==> src/rtl/memory_access_stage.sv <==
// MEM pipeline stage: issues loads/stores on a req/ack data port, resolves taken branches,
// stalls upstream while an access is in flight, and drives the MEM/WB register.
// Optional feature macro: MEM_SUBWORD_EN (byte/half/word accesses with lane steering).
module memory_access_stage #(
  parameter int DMEM_ADDR_W    = 64,
  parameter int TIMEOUT_CYCLES = 255
) (
  input  logic                   i_clk,
  input  logic                   i_rst,
  input  logic [31:0]            i_exmem_instruction,
  input  logic [63:0]            i_exmem_pc,
  input  logic [63:0]            i_exmem_rs2_value,
  input  logic [63:0]            i_exmem_alu_result,
  input  logic                   i_exmem_alu_zero,
  input  logic [63:0]            i_exmem_jmp_addr,
  input  logic                   i_exmem_branch,
  input  logic                   i_exmem_mem_write,
  input  logic                   i_exmem_mem_read,
  input  logic                   i_exmem_mem_to_reg,
  input  logic                   i_exmem_reg_write,
  output logic                   o_dmem_req,
  output logic                   o_dmem_we,
  output logic [DMEM_ADDR_W-1:0] o_dmem_addr,
  output logic [63:0]            o_dmem_wdata,
  output logic [7:0]             o_dmem_be,
  input  logic                   i_dmem_ack,
  input  logic [63:0]            i_dmem_rdata,
  output logic                   o_stall,
  output logic                   o_pc_src,
  output logic [63:0]            o_pc_target,
  output logic                   o_bus_error,
  output logic [31:0]            o_memwb_instruction,
  output logic [63:0]            o_memwb_pc,
  output logic [63:0]            o_memwb_alu_result,
  output logic [63:0]            o_memwb_read_data,
  output logic                   o_memwb_mem_to_reg,
  output logic                   o_memwb_reg_write
);

  typedef enum logic {IDLE, ACCESS} state_t;

  state_t      state;
  logic [15:0] timeout_cnt;

  logic [31:0] cap_instruction;
  logic [63:0] cap_pc;
  logic [63:0] cap_alu_result;
  logic        cap_mem_to_reg;
  logic        cap_reg_write;
  logic        cap_is_load;

  logic                   mem_op;
  logic                   branch_taken;
  logic                   timeout_hit;
  logic                   misaligned;
  logic [7:0]             be_next;
  logic [63:0]            wdata_next;
  logic [63:0]            load_data;
  logic [DMEM_ADDR_W-1:0] addr_next;

  // A branch never becomes a memory access even if stray mem controls accompany it.
  assign mem_op       = (i_exmem_mem_read | i_exmem_mem_write) & ~i_exmem_branch;
  assign branch_taken = i_exmem_branch & i_exmem_alu_zero;
  assign timeout_hit  = (timeout_cnt == 16'(TIMEOUT_CYCLES - 1));
  assign addr_next    = {i_exmem_alu_result[DMEM_ADDR_W-1:3], 3'b000};

`ifdef MEM_SUBWORD_EN
  logic [2:0]  req_offset;
  logic [2:0]  cap_funct3;
  logic [2:0]  cap_offset;
  logic [63:0] lane_rdata;
  logic        size_misaligned;

  assign req_offset = i_exmem_alu_result[2:0];
  assign wdata_next = i_exmem_rs2_value << {req_offset, 3'b000};
  assign misaligned = mem_op & size_misaligned;

  always_comb begin
    be_next         = 8'hFF;
    size_misaligned = 1'b0;
    case (i_exmem_instruction[13:12])
      2'b00: be_next = 8'h01 << req_offset;
      2'b01: begin
        be_next         = 8'h03 << req_offset;
        size_misaligned = req_offset[0];
      end
      2'b10: begin
        be_next         = 8'h0F << req_offset;
        size_misaligned = |req_offset[1:0];
      end
      default: begin
        be_next         = 8'hFF;
        size_misaligned = |req_offset;
      end
    endcase
  end

  // Pull the addressed lane down to bit 0, then extend according to the load kind.
  always_comb begin
    lane_rdata = i_dmem_rdata >> {cap_offset, 3'b000};
    case (cap_funct3)
      3'b000:  load_data = {{56{lane_rdata[7]}},  lane_rdata[7:0]};
      3'b001:  load_data = {{48{lane_rdata[15]}}, lane_rdata[15:0]};
      3'b010:  load_data = {{32{lane_rdata[31]}}, lane_rdata[31:0]};
      3'b100:  load_data = {56'd0, lane_rdata[7:0]};
      3'b101:  load_data = {48'd0, lane_rdata[15:0]};
      3'b110:  load_data = {32'd0, lane_rdata[31:0]};
      default: load_data = lane_rdata;
    endcase
  end

  always_ff @(posedge i_clk) begin
    if (i_rst) begin
      cap_funct3 <= 3'd0;
      cap_offset <= 3'd0;
    end else if (state == IDLE && mem_op) begin
      cap_funct3 <= i_exmem_instruction[14:12];
      cap_offset <= req_offset;
    end
  end
`else
  assign be_next    = 8'hFF;
  assign wdata_next = i_exmem_rs2_value;
  assign misaligned = 1'b0;
  assign load_data  = i_dmem_rdata;
`endif

  // Main sequencer: IDLE samples the EX/MEM bundle every edge; ACCESS waits for ack or timeout.
  always_ff @(posedge i_clk) begin
    if (i_rst) begin
      state               <= IDLE;
      timeout_cnt         <= 16'd0;
      cap_instruction     <= '0;
      cap_pc              <= '0;
      cap_alu_result      <= '0;
      cap_mem_to_reg      <= 1'b0;
      cap_reg_write       <= 1'b0;
      cap_is_load         <= 1'b0;
      o_dmem_req          <= 1'b0;
      o_dmem_we           <= 1'b0;
      o_dmem_addr         <= '0;
      o_dmem_wdata        <= '0;
      o_dmem_be           <= '0;
      o_stall             <= 1'b0;
      o_pc_src            <= 1'b0;
      o_pc_target         <= '0;
      o_bus_error         <= 1'b0;
      o_memwb_instruction <= '0;
      o_memwb_pc          <= '0;
      o_memwb_alu_result  <= '0;
      o_memwb_read_data   <= '0;
      o_memwb_mem_to_reg  <= 1'b0;
      o_memwb_reg_write   <= 1'b0;
    end else begin
      o_pc_src    <= 1'b0;
      o_bus_error <= 1'b0;
      case (state)
        IDLE: begin
          o_pc_src    <= branch_taken;
          o_pc_target <= branch_taken ? i_exmem_jmp_addr : 64'd0;
          if (mem_op && !misaligned) begin
            state           <= ACCESS;
            timeout_cnt     <= 16'd0;
            o_stall         <= 1'b1;
            o_dmem_req      <= 1'b1;
            o_dmem_we       <= i_exmem_mem_write;
            o_dmem_addr     <= addr_next;
            o_dmem_wdata    <= wdata_next;
            o_dmem_be       <= be_next;
            cap_instruction <= i_exmem_instruction;
            cap_pc          <= i_exmem_pc;
            cap_alu_result  <= i_exmem_alu_result;
            cap_mem_to_reg  <= i_exmem_mem_to_reg;
            cap_reg_write   <= i_exmem_reg_write;
            cap_is_load     <= i_exmem_mem_read & ~i_exmem_mem_write;
          end else begin
            o_bus_error         <= misaligned;
            o_memwb_instruction <= i_exmem_instruction;
            o_memwb_pc          <= i_exmem_pc;
            o_memwb_alu_result  <= i_exmem_alu_result;
            o_memwb_read_data   <= 64'd0;
            o_memwb_mem_to_reg  <= i_exmem_mem_to_reg;
            o_memwb_reg_write   <= i_exmem_reg_write & ~misaligned;
          end
        end
        ACCESS: begin
          if (i_dmem_ack || timeout_hit) begin
            state               <= IDLE;
            timeout_cnt         <= 16'd0;
            o_stall             <= 1'b0;
            o_dmem_req          <= 1'b0;
            o_bus_error         <= ~i_dmem_ack;
            o_memwb_instruction <= cap_instruction;
            o_memwb_pc          <= cap_pc;
            o_memwb_alu_result  <= cap_alu_result;
            o_memwb_read_data   <= (i_dmem_ack && cap_is_load) ? load_data : 64'd0;
            o_memwb_mem_to_reg  <= cap_mem_to_reg;
            o_memwb_reg_write   <= cap_reg_write & i_dmem_ack;
          end else begin
            timeout_cnt <= timeout_cnt + 16'd1;
          end
        end
        default: state <= IDLE;
      endcase
    end
  end

endmodule

==> config.mk <==
export PLATFORM = sky130hd
export DESIGN_NAME = memory_access_stage
export DESIGN_NICKNAME = d
export VERILOG_FILES = /design/src/rtl/memory_access_stage.sv
export SDC_FILE = /design/constraint.sdc
export NUM_CORES = 1
export LEC_CHECK = 0
export BUFFER_PORTS_ARGS = -buffer_cell sky130_fd_sc_hd__buf_2
export CAP_MARGIN = 20
export CORE_AREA = 2 2 305 307
export DETAILED_ROUTE_END_ITERATION = 7
export DIE_AREA = 0 0 307 309
export GPL_TIMING_DRIVEN = 0
export MAX_ROUTING_LAYER = met4
export SYNTH_ARGS = -nofsm -noshare
export SYNTH_HDL_FRONTEND = slang
export SYNTH_SLANG_ARGS = --single-unit
==> constraint.sdc <==
create_clock -name i_clk -period 2.38 [get_ports i_clk]
set_clock_uncertainty 0.2 [all_clocks]
set_input_delay 0.119 -clock i_clk [delete_from_list [all_inputs] [get_ports i_clk]]
set_output_delay 0.119 -clock i_clk [all_outputs]
set_load 0.02 [all_outputs]
==> metrics <==
outcome=finished, violations left; failing checks=negative setup slack; Net Sw Power=7.24 mW; Pint=17.5 mW; Buffers on Ports=787; CP Capture Type=register; Final Wtd Congestion=0.912; fin crit share=104%; synth warn=0; Final Cell Area=between 30000 and 40000 sq um; CP Class=register to register; H-tree levels=2; DP Worst Slack=-1.28 ns; Cell Area, Synth=roughly 21000 sq um; Congestion Overflow GR=0; DR vias/cell=~4.6; Slew Viols, Final=0; Final Hold Viols=0; most frequent cells after synthesis=dfxtp_1, nand2_1, a21oi_1; relative slew slack=46.3%; nets=3947; CP required=2.68 ns; Vias=22000; cell total after placement=between 4000 and 5000; Leak=15.3 nW; ys flop type=dfxtp_1; most common cell in the netlist=dfxtp_1; total CTS buffers=61; PD cells=713 nW/um^2; Synth Instances=2234; DRC=0; crit path time final=roughly 2.5 ns; GRT Total Usage=20.2%; CTS tree=built; maxcap violations=0; core area=91400 sq um; Die W=307 um; DIE AREA=94900 sq um; post-route total power=24.7 mW; Seq. cell area=10800 sq um; Sw Share=29.2%; part of the Yosys area used for sequential elements=just over 50%; Worst IR Drop VDD=0.000555 V; Fin Hold WS=roughly 0.057 ns; placed standard-cell area=26400 sq um; Area Growth Syn to Fin=66.4%; # setup viols final=149; initial antenna violation count=8; # IOs=slightly below 800; Max Freq=~400 MHz; wire per inst=20.6 um; CP arrival=2.77 ns; Post-Route WL=99200 um; vias in the first global route=21800; Multi-input gate area=9010 sq um; filler-free cell count of the finished design=between 4000 and 5000; Die H=about 300 um; CTS clk-pin slew, worst paths=0.06 ns; FP Rows=111; combinational power share=approximately 21%; worst skew pair latency=~0.64 ns; synth top area cells=dfxtp_1, nand2_1, mux2i_1, a211oi_2, a21oi_1; Root Driver=clkbuf_16; CP Max Fanout=8; Synth top area share=51.7%; hpwl dp=between 70000 and 80000 um; fin worst setup slack=-0.0934 ns; Seq pwr share=40.2%; clock tree buffer depth=3; initial DRC count=1347; Async SR Flop Fraction=0%; synth unique cells=44; Syn Area/Cell=9.34 sq um; largest net degree at the start of global routing=16; post-synth top area cell=dfxtp_1; fraction of layout cells with a size suffix above 1=36.1%; Worst Max-Slew Pin Slew=0.806 ns; initial core utilization=22.8%; CTS sink cnt=539; RSZ-0062 raised after global routing=yes; Final ANT Viol Nets=0; first-pass GRT wire length=around 140000 um; DR pass1 iterations=5; clock network fraction of total power=around two fifths; Worst Hold Class=input port to register; number of flops mapped to enable cells by yosys=0; flops & latches, synth=approximately 540; Fillers=around 9100; Startpoint Class=register
-- per-layer routing --
metal | routed length, um | GRT usage (%) | up-vias
met1 | 40400 | 23.7 | 10600
met4 | 4980 | 9.33 | 0
met2 | 47700 | 33.4 | 901
li1 | - | - | 10400
met5 | 0 | - | -
met3 | 6090 | 3.97 | 199
-- what timing repair did --
item	in CTS	in global routing
hold buffers	447	0
pin swaps	25	29
resized for setup	197	144
buffers inserted	18	11
cloned	17	13
endpoints found under the setup margin	525	370
endpoints found under the hold margin	523	0
-- metrics by stage --
stage	setup TNS (ns)	utilization [%]
floorplan	0	-
global placement	-448.27	28.8
detailed placement	-404.90	28.9
CTS	-24.09	37.4
global route	-21.54	38.0
finish	-8.39	38.0
-- kinds of logic after synthesis --
group / Yosys count / synth area share [%]
other: 1 / 0.0180
buffers and inverters: 261 / 6.86
AND/OR/NAND/NOR: 718 / 13.5
flip-flops: 539 / 51.7
XOR/XNOR: 3 / 0.126
AO/OA/AOI/OAI: 548 / 19.8
adder cells (fa/ha/maj): 2 / 0.120
multiplexers: 162 / 7.77
-- power groups by stage --
stage	Combinational, mW	Clock [mW]	Sequential, mW
after floorplan	1.75	0	10.5
after global placement	3.79	0	10.1
after detailed placement	3.82	0	10.1
after CTS	4.88	9.91	9.92
after global routing	5.41	10.3	9.99
final	5.09	9.72	9.94
-- area by class of cell --
type	instances	area share (%)
Timing Repair Buffer	1291	27.4
Buffer	250	5.30
Clock buffer	85	5.12
Inverter	5	0.0541
Sequential cell	539	31.1
Tap cell	1186	4.27
Multi-Input combinational cell	1436	25.9
Clock inverter	29	0.804
Antenna cell	4	0.0288
-- path summary, 6_finish.rpt --
path | from | end | slack (ns) | cells past startpoint
max | timeout_cnt[13] | o_memwb_alu_result[19] | -0.09 | 9
min | i_dmem_rdata[8] | o_memwb_read_data[8] | 0.06 | 3
max reg2reg | timeout_cnt[13] | o_memwb_alu_result[19] | -0.09 | 9
min reg2reg | o_dmem_wdata[5] | o_dmem_wdata[5] | 0.25 | 2
-- layout by cell type (no fill, tap or decap), drive strengths merged, types with 3 or more instances in the layout --
| master | synthesis | routed |
|---|---|---|
| and3 | 3 | 3 |
| a22o | 103 | 103 |
| inv | 5 | 9 |
| diode | 0 | 4 |
| bufinv | 0 | 4 |
| clkbuf | 133 | 230 |
| nand4 | 5 | 5 |
| dfxtp | 539 | 539 |
| clkinvlp | 0 | 6 |
| o21ai | 7 | 7 |
| clkinv | 0 | 15 |
| nand3 | 6 | 6 |
| a211oi | 162 | 162 |
| or3 | 4 | 4 |
| buf | 123 | 949 |
| mux2i | 162 | 162 |
| a21oi | 235 | 235 |
| nand2 | 466 | 466 |
| nor2b | 4 | 4 |
| a22oi | 28 | 28 |
| nor2 | 208 | 208 |
| conb | 1 | 3 |
| nand2b | 5 | 5 |
| a31oi | 4 | 4 |
| nor3 | 6 | 6 |
| dlygate4sd3 | 0 | 447 |
-- worst max-delay path, cell delays in order (launching register included) --
cell	delay (ns)
dfxtp_2	0.33
or4_4	0.57
nor4_4	0.21
o21a_1	0.20
buf_12	0.17
buf_12	0.16
buf_16	0.13
buf_12	0.13
buf_8	0.13
a211oi_2	0.06
Note: power is estimated with default switching activity, not from simulation.
